==> config.mk <==
export PLATFORM = sky130hd
export DESIGN_NAME = mem_req_arbiter
export DESIGN_NICKNAME = d
export VERILOG_FILES = /design/src/rtl/mem_req_arbiter.sv
export SDC_FILE = /design/constraint.sdc
export NUM_CORES = 1
export LEC_CHECK = 0
export BUFFER_PORTS_ARGS = -buffer_cell sky130_fd_sc_hd__buf_2
export CORE_AREA = 2 2 110 112
export DETAILED_ROUTE_END_ITERATION = 8
export DIE_AREA = 0 0 112 114
export PLACE_DENSITY = 0.51
export SYNTH_ARGS = -nofsm -noshare
export SYNTH_HDL_FRONTEND = slang
export SYNTH_SLANG_ARGS = --single-unit
==> constraint.sdc <==
create_clock -name clk -period 3.3 [get_ports clk]
set_input_delay 0.495 -clock clk [delete_from_list [all_inputs] [get_ports clk]]
set_output_delay 0.495 -clock clk [all_outputs]
set_load 0.03 [all_outputs]
==> src/rtl/mem_req_arbiter.sv <==
// Two-port (fetch + load/store) arbiter onto one sram-like memory port with an in-order tag FIFO.
// Optional round-robin grant when ARB_RR_EN is defined; the default build uses fixed data priority.
module mem_req_arbiter #(
    parameter int MAX_OUT = 2,
    parameter int CNT_W   = 2
) (
    input  logic        clk,
    input  logic        resetn,

    input  logic        inst_req,
    input  logic [31:0] inst_addr,
    output logic        inst_addr_ok,
    output logic        inst_data_ok,
    output logic [31:0] inst_rdata,

    input  logic        data_req,
    input  logic        data_wr,
    input  logic [3:0]  data_wstrb,
    input  logic [31:0] data_addr,
    input  logic [2:0]  data_size,
    input  logic [31:0] data_wdata,
    output logic        data_addr_ok,
    output logic        data_data_ok,
    output logic [31:0] data_rdata,

    output logic        mem_req,
    output logic        mem_wr,
    output logic [3:0]  mem_wstrb,
    output logic [31:0] mem_addr,
    output logic [2:0]  mem_size,
    output logic [31:0] mem_wdata,
    input  logic        mem_addr_ok,
    input  logic        mem_data_ok,
    input  logic [31:0] mem_rdata
);

    localparam int               PTR_W    = (MAX_OUT > 1) ? $clog2(MAX_OUT) : 1;
    localparam logic [CNT_W-1:0] MAX_CNT  = CNT_W'(MAX_OUT);
    localparam logic [PTR_W-1:0] LAST_PTR = PTR_W'(MAX_OUT - 1);

    logic [CNT_W-1:0]   count_reg, count_next;
    logic [PTR_W-1:0]   wr_ptr_reg, wr_ptr_next;
    logic [PTR_W-1:0]   rd_ptr_reg, rd_ptr_next;
    logic [MAX_OUT-1:0] tag_reg;

    logic can_issue;
    logic sel_data;
    logic push;
    logic pop;
    logic head_tag;

    // Pointers wrap at MAX_OUT, which need not be a power of two.
    function automatic logic [PTR_W-1:0] ptr_inc(input logic [PTR_W-1:0] p);
        return (p == LAST_PTR) ? '0 : p + 1'b1;
    endfunction

`ifdef ARB_RR_EN
    logic last_grant_reg;

    // With both sources requesting, the one not granted last time wins.
    always_comb begin
        sel_data = data_req & (~inst_req | ~last_grant_reg);
    end

    always_ff @(posedge clk) begin
        if (!resetn) begin
            last_grant_reg <= 1'b0;
        end else if (push) begin
            last_grant_reg <= sel_data;
        end
    end
`else
    always_comb begin
        sel_data = data_req;
    end
`endif

    always_comb begin
        can_issue = (count_reg < MAX_CNT);
        mem_req   = resetn & can_issue & (inst_req | data_req);

        if (sel_data) begin
            mem_wr    = data_wr;
            mem_wstrb = data_wstrb;
            mem_addr  = data_addr;
            mem_size  = data_size;
            mem_wdata = data_wdata;
        end else begin
            mem_wr    = 1'b0;
            mem_wstrb = 4'h0;
            mem_addr  = inst_addr;
            mem_size  = 3'd2;
            mem_wdata = 32'h0;
        end

        data_addr_ok = mem_addr_ok & mem_req & sel_data;
        inst_addr_ok = mem_addr_ok & mem_req & ~sel_data;
    end

    // Responses with nothing outstanding are stray and dropped.
    always_comb begin
        push         = mem_req & mem_addr_ok;
        pop          = resetn & mem_data_ok & (count_reg != '0);
        head_tag     = tag_reg[rd_ptr_reg];
        data_data_ok = pop & head_tag;
        inst_data_ok = pop & ~head_tag;
        inst_rdata   = mem_rdata;
        data_rdata   = mem_rdata;
    end

    always_comb begin
        count_next  = count_reg;
        wr_ptr_next = wr_ptr_reg;
        rd_ptr_next = rd_ptr_reg;
        if (push) begin
            wr_ptr_next = ptr_inc(wr_ptr_reg);
        end
        if (pop) begin
            rd_ptr_next = ptr_inc(rd_ptr_reg);
        end
        case ({push, pop})
            2'b10:   count_next = count_reg + 1'b1;
            2'b01:   count_next = count_reg - 1'b1;
            default: count_next = count_reg;
        endcase
    end

    always_ff @(posedge clk) begin
        if (!resetn) begin
            count_reg  <= '0;
            wr_ptr_reg <= '0;
            rd_ptr_reg <= '0;
        end else begin
            count_reg  <= count_next;
            wr_ptr_reg <= wr_ptr_next;
            rd_ptr_reg <= rd_ptr_next;
        end
    end

    // Tag bit per slot: 1 = load/store, 0 = fetch.
    for (genvar gi = 0; gi < MAX_OUT; gi++) begin : g_tag
        always_ff @(posedge clk) begin
            if (!resetn) begin
                tag_reg[gi] <= 1'b0;
            end else if (push && (wr_ptr_reg == PTR_W'(gi))) begin
                tag_reg[gi] <= sel_data;
            end
        end
    end

endmodule

# --- Word-level counts from Yosys, hierarchy flattened ---
# Cells that the tools add are included.
totals:
  reg_bits: 6
  inputBits: 142
  output_inout_bits: 141
op_classes:
  reduce_logical: 4
  n_mux: 10
  order_cmp: 2
  addsub: 4
  n_bitwise: 13
  n_eq_ne: 2
ops:
  columns: ["cell", "n"]
  rows:
  - ["2-to-1 mux 32 bit", 2]
  - ["AND 1 bit", 9]
  - ["2-to-1 mux 1 bit", 5]
  - ["2-to-1 mux 4 bit", 1]
  - ["one-hot mux 2 bit (2 select lines)", 1]
  - ["nonzero test 2 bit", 2]
  - ["2-to-1 mux 3 bit", 1]
  - ["inverter 1 bit", 3]
  - ["adder 1 bit, second input constant", 2]
  - ["adder 2 x 1 -> 2 bit, second input constant", 1]
  - ["equality test 2 x 1 -> 1 bit, second input constant", 1]
  - ["equality test 2 bit, second input constant", 1]
  - ["logical AND 1 bit", 2]
  - ["less-than comparator 1 x 2 -> 1 bit, second input constant", 1]
  - ["less-than comparator 2 bit, second input constant", 1]
  - ["subtractor 2 x 1 -> 2 bit, second input constant", 1]
  - ["bitwise OR 1 bit", 1]

# --- Logic depth before layout (Yosys ltp) ---
depth:
  word_depth: 6
  mapped_depth: 7

# --- Worst setup path after synthesis ---
# Ideal clock, no wire load.
synth_timing:
  kind: "input to output"
  start: "in resetn"
  end: "out inst_addr_ok"
  setup_slack_ns: 1.489
  arrival_time_ns: 1.316
  cell_stages: 4
  path_buffers: 1
  cell_sequence: "buf_4 -> and2b_1 -> nand3b_1 -> nor2_1"
synth_between:
  elab_chain_cells: 4
synth_rtl:
  columns: ["item", "line_no", "source"]
  rows:
  - ["from (decl)", "8", "input logic resetn,"]
  - ["AND 1 bit (2 in series)", "80", "mem_req = resetn & can_issue & (inst_req | data_req);"]
  - ["AND 1 bit (2 in series)", "97", "inst_addr_ok = mem_addr_ok & mem_req & ~sel_data;"]
  - ["to (decl)", "12", "output logic inst_addr_ok,"]
# Every way passes these cells.

# --- Final worst setup path ---
layout_timing:
  start: "in data_req"
  end: "out mem_addr[5]"
layout_between:
  elab_chain_cells: 1
layout_rtl:
  columns: ["item", "line_no", "source"]
  rows:
  - ["from (decl)", "16", "input logic data_req,"]
  - ["2-to-1 mux 32 bit", "82", "if (sel_data) begin"]
  - ["to (decl)", "29", "output logic [31:0] mem_addr,"]
# Every way passes these cells.

==> flow_metrics.env <==
export IMPL_status="completed"
export IMPL_drc=0
export IMPL_critPathMaxStageDelay_ps=350
export IMPL_antenna_left=0
export IMPL_start_util_pct=12.6
export IMPL_maxCapViolCount=0
export IMPL_syn_num_nets=325
export IMPL_worst_pin_slew_ps=288
export IMPL_dp_hpwl_um=4550
export IMPL_endpoint_kind="primary output"
export IMPL_reg2reg_setup_slack_ps=1850
export IMPL_grt_use_total_pct=6.70
export IMPL_core_area_um2=11700
export IMPL_syn2layout_area_growth_pct=46.2
export IMPL_reg2regPathDepth=6
export IMPL_finalCritPeriodShare_pct=63.2
export IMPL_drive_gt1_share_pct=72.7
export IMPL_r2r_start="count_reg[1]"
export IMPL_min_period_ps=2080
export IMPL_root_buffer="clkbuf_16"
export IMPL_max_freq_ghz=0.480
export IMPL_viasPerCell=3.53
export IMPL_setup_viol=0
export IMPL_crit_type="in2out"
export IMPL_syn_cell_area_um2=1480
export IMPL_synth_cells=182
export IMPL_drv_slew=0
export IMPL_crit_required_ps=2800
export IMPL_cts_hold_buffers_added=0
export IMPL_num_io_pins=283
export IMPL_place_ws_ps=1190
export IMPL_grt_pass1_vias=1389
export IMPL_ys_seq_area_share_pct=8.11
export IMPL_drtPass1Iterations=4
export IMPL_grt_max_degree=42
export IMPL_clock_latency_ps=230
export IMPL_drt_iter0_drc=24
export IMPL_grt_pass1_wl_um=6760
export IMPL_cts_setup_buffers=0
export IMPL_die_width_um=112
export IMPL_postCtsResizedCells=0
export IMPL_synth_largest_area_cell="buf_4"
export IMPL_routedWlPerCell_um=11.4
export IMPL_syn_mean_instance_area_um2=8.14
export IMPL_holdPathStages=2
export IMPL_arrival_ps=1590
export IMPL_setup_worst_path_start_class="input port"
export IMPL_path_clk_slew_ps=30
export IMPL_die_h_um=114
export IMPL_rows=40
export IMPL_synth_distinct_cells=25
export IMPL_worst_path_max_delay_cell="mux2_2"
export IMPL_antenna_found_initial=1
export IMPL_htree_num_levels=1
export IMPL_nets=445
export IMPL_ir_drop_mv=0.112
export IMPL_num_vias=1579
export IMPL_cp_cell_sequence="buf_2 > buf_4 > mux2_2 > buf_2"
export IMPL_whs_endpoint="tag_reg[1]"
export IMPL_gr_total_overflow=0
export IMPL_ys_ff_latch=6
export IMPL_rr_endpoint="count_reg[1]"
export IMPL_relSlewSlack_pct=80.8
export IMPL_gp_congestion=0.796
export IMPL_p_leak_nw=1.18
export IMPL_synth_top_area_share_pct=33.4
export IMPL_numCtsBuffers=3
export IMPL_synth_area_leaders="buf_4 33%, mux2_2 19%, and2_1 17%"
export IMPL_dieArea_um2=12800
export IMPL_cp_max_fo=26
export IMPL_cts_buffer_depth=2
export IMPL_finClkSkew_ps=1.76
export IMPL_routed_wl_um=5100
export IMPL_cts_tree="built"
export IMPL_p_per_area_nw_per_um2=288
export IMPL_setup_tns_final_ps=0
export IMPL_setup_slack_ps=1220
export IMPL_min_from="tag_reg[1]"
export IMPL_min_path_type="reg2reg"
export IMPL_yosys_warnings=0
export IMPL_rsz0062_at_grt="false"
export IMPL_hold_viol=0
export IMPL_critPathMostFrequentCell="buf_2"
export IMPL_antenna_cells=0
export IMPL_portBuffers=186
export IMPL_cts_sinks=6
## Yosys cell counts (all sizes together)
library cell / n
buf: 70
and2: 41
mux2: 32
dfxtp: 6
nand2: 5
mux2i: 4
nor2: 4
clkbuf: 3
xnor2: 3
nand2b: 2
o211ai: 2
and2b: 1
and3: 1
ha: 1
inv: 1
nand3b: 1
nor2b: 1
nor3: 1
nor4b: 1
o21ai: 1
o31ai: 1
## placed cells by master, fill, tap and decap left out, types with 2 or more instances in the layout
cell and n:
mux2_2 25, clkbuf_16 3, o211ai_1 2, buf_2 186, and2_1 41, dfxtp_1 6, mux2_1 7, nor2_1 4
nand2_1 5, xnor2_1 3, mux2i_1 4
## report_power, final
part           switching, W  total [W]  leakage, nW  internal (W)
Clock             0.0000395   0.000195       0.0370      0.000155
Sequential       0.00000722  0.0000871       0.0490     0.0000799
Combinational      0.000201   0.000342         1.10      0.000141
## worst max-delay path by stage
| stage | slack (ps) | startpoint | endpoint | cells after the start |
|---|---|---|---|---|
| floorplan | 1490 | resetn | inst_addr_ok | 4 |
| global placement | 1210 | data_req | mem_addr[5] | 4 |
| detailed placement | 1190 | data_req | mem_addr[4] | 4 |
| CTS | 1190 | data_req | mem_addr[5] | 4 |
| global route | 1120 | data_req | inst_addr_ok | 5 |
| finish | 1220 | data_req | mem_addr[5] | 4 |
## per-stage QoR
step / util (%) / area [um2] / cells / hold WS, ps / power, W
floorplan: - / 1480 / 182 / 434 / 0.000449
global placement: 17.9 / 2090 / 444 / 453 / 0.000432
detailed placement: 17.9 / 2090 / 444 / 453 / 0.000434
CTS: 18.5 / 2170 / 447 / 458 / 0.000634
global route: 18.5 / 2170 / 447 / 494 / 0.000661
finish: 18.5 / 2170 / 447 / 455 / 0.000624
## area by class of cell
type | instances | area (um2)
Fill cell | 1309 | 9550
Tap cell | 147 | 184
Multi-Input combinational cell | 102 | 825
Inverter | 1 | 3.75
Sequential cell | 6 | 120
Clock buffer | 3 | 75.1
Timing Repair Buffer | 188 | 958
## critical path, delay by kind of cell
family | cells | cell delay [ps]
buffers and inverters | 3 | 730
muxes | 1 | 350
## cells by family (layout without fill, tap and decap cells)
family                   after synthesis  count (layout)  synth area share [%]
buffers and inverters                 74             192                  36.2
AND/OR/NAND/NOR                       58              58                  24.2
multiplexers                          36              36                  27.0
flip-flops                             6               6                  8.11
AO/OA/AOI/OAI                          4               4                  1.86
XOR/XNOR                               3               3                  1.77
adder cells (fa/ha/maj)                1               1                 0.844
## layer usage
layer / vias up / GRT usage (%) / share of wire (%)
li1: 765 / - / -
met1: 659 / 6.78 / 33
met2: 134 / 13.1 / 52
met3: 19 / 1.65 / 12
met4: 2 / 2.68 / 2.5
met5: - / 0 / 0.31
Note: power is estimated with default switching activity, not from simulation.
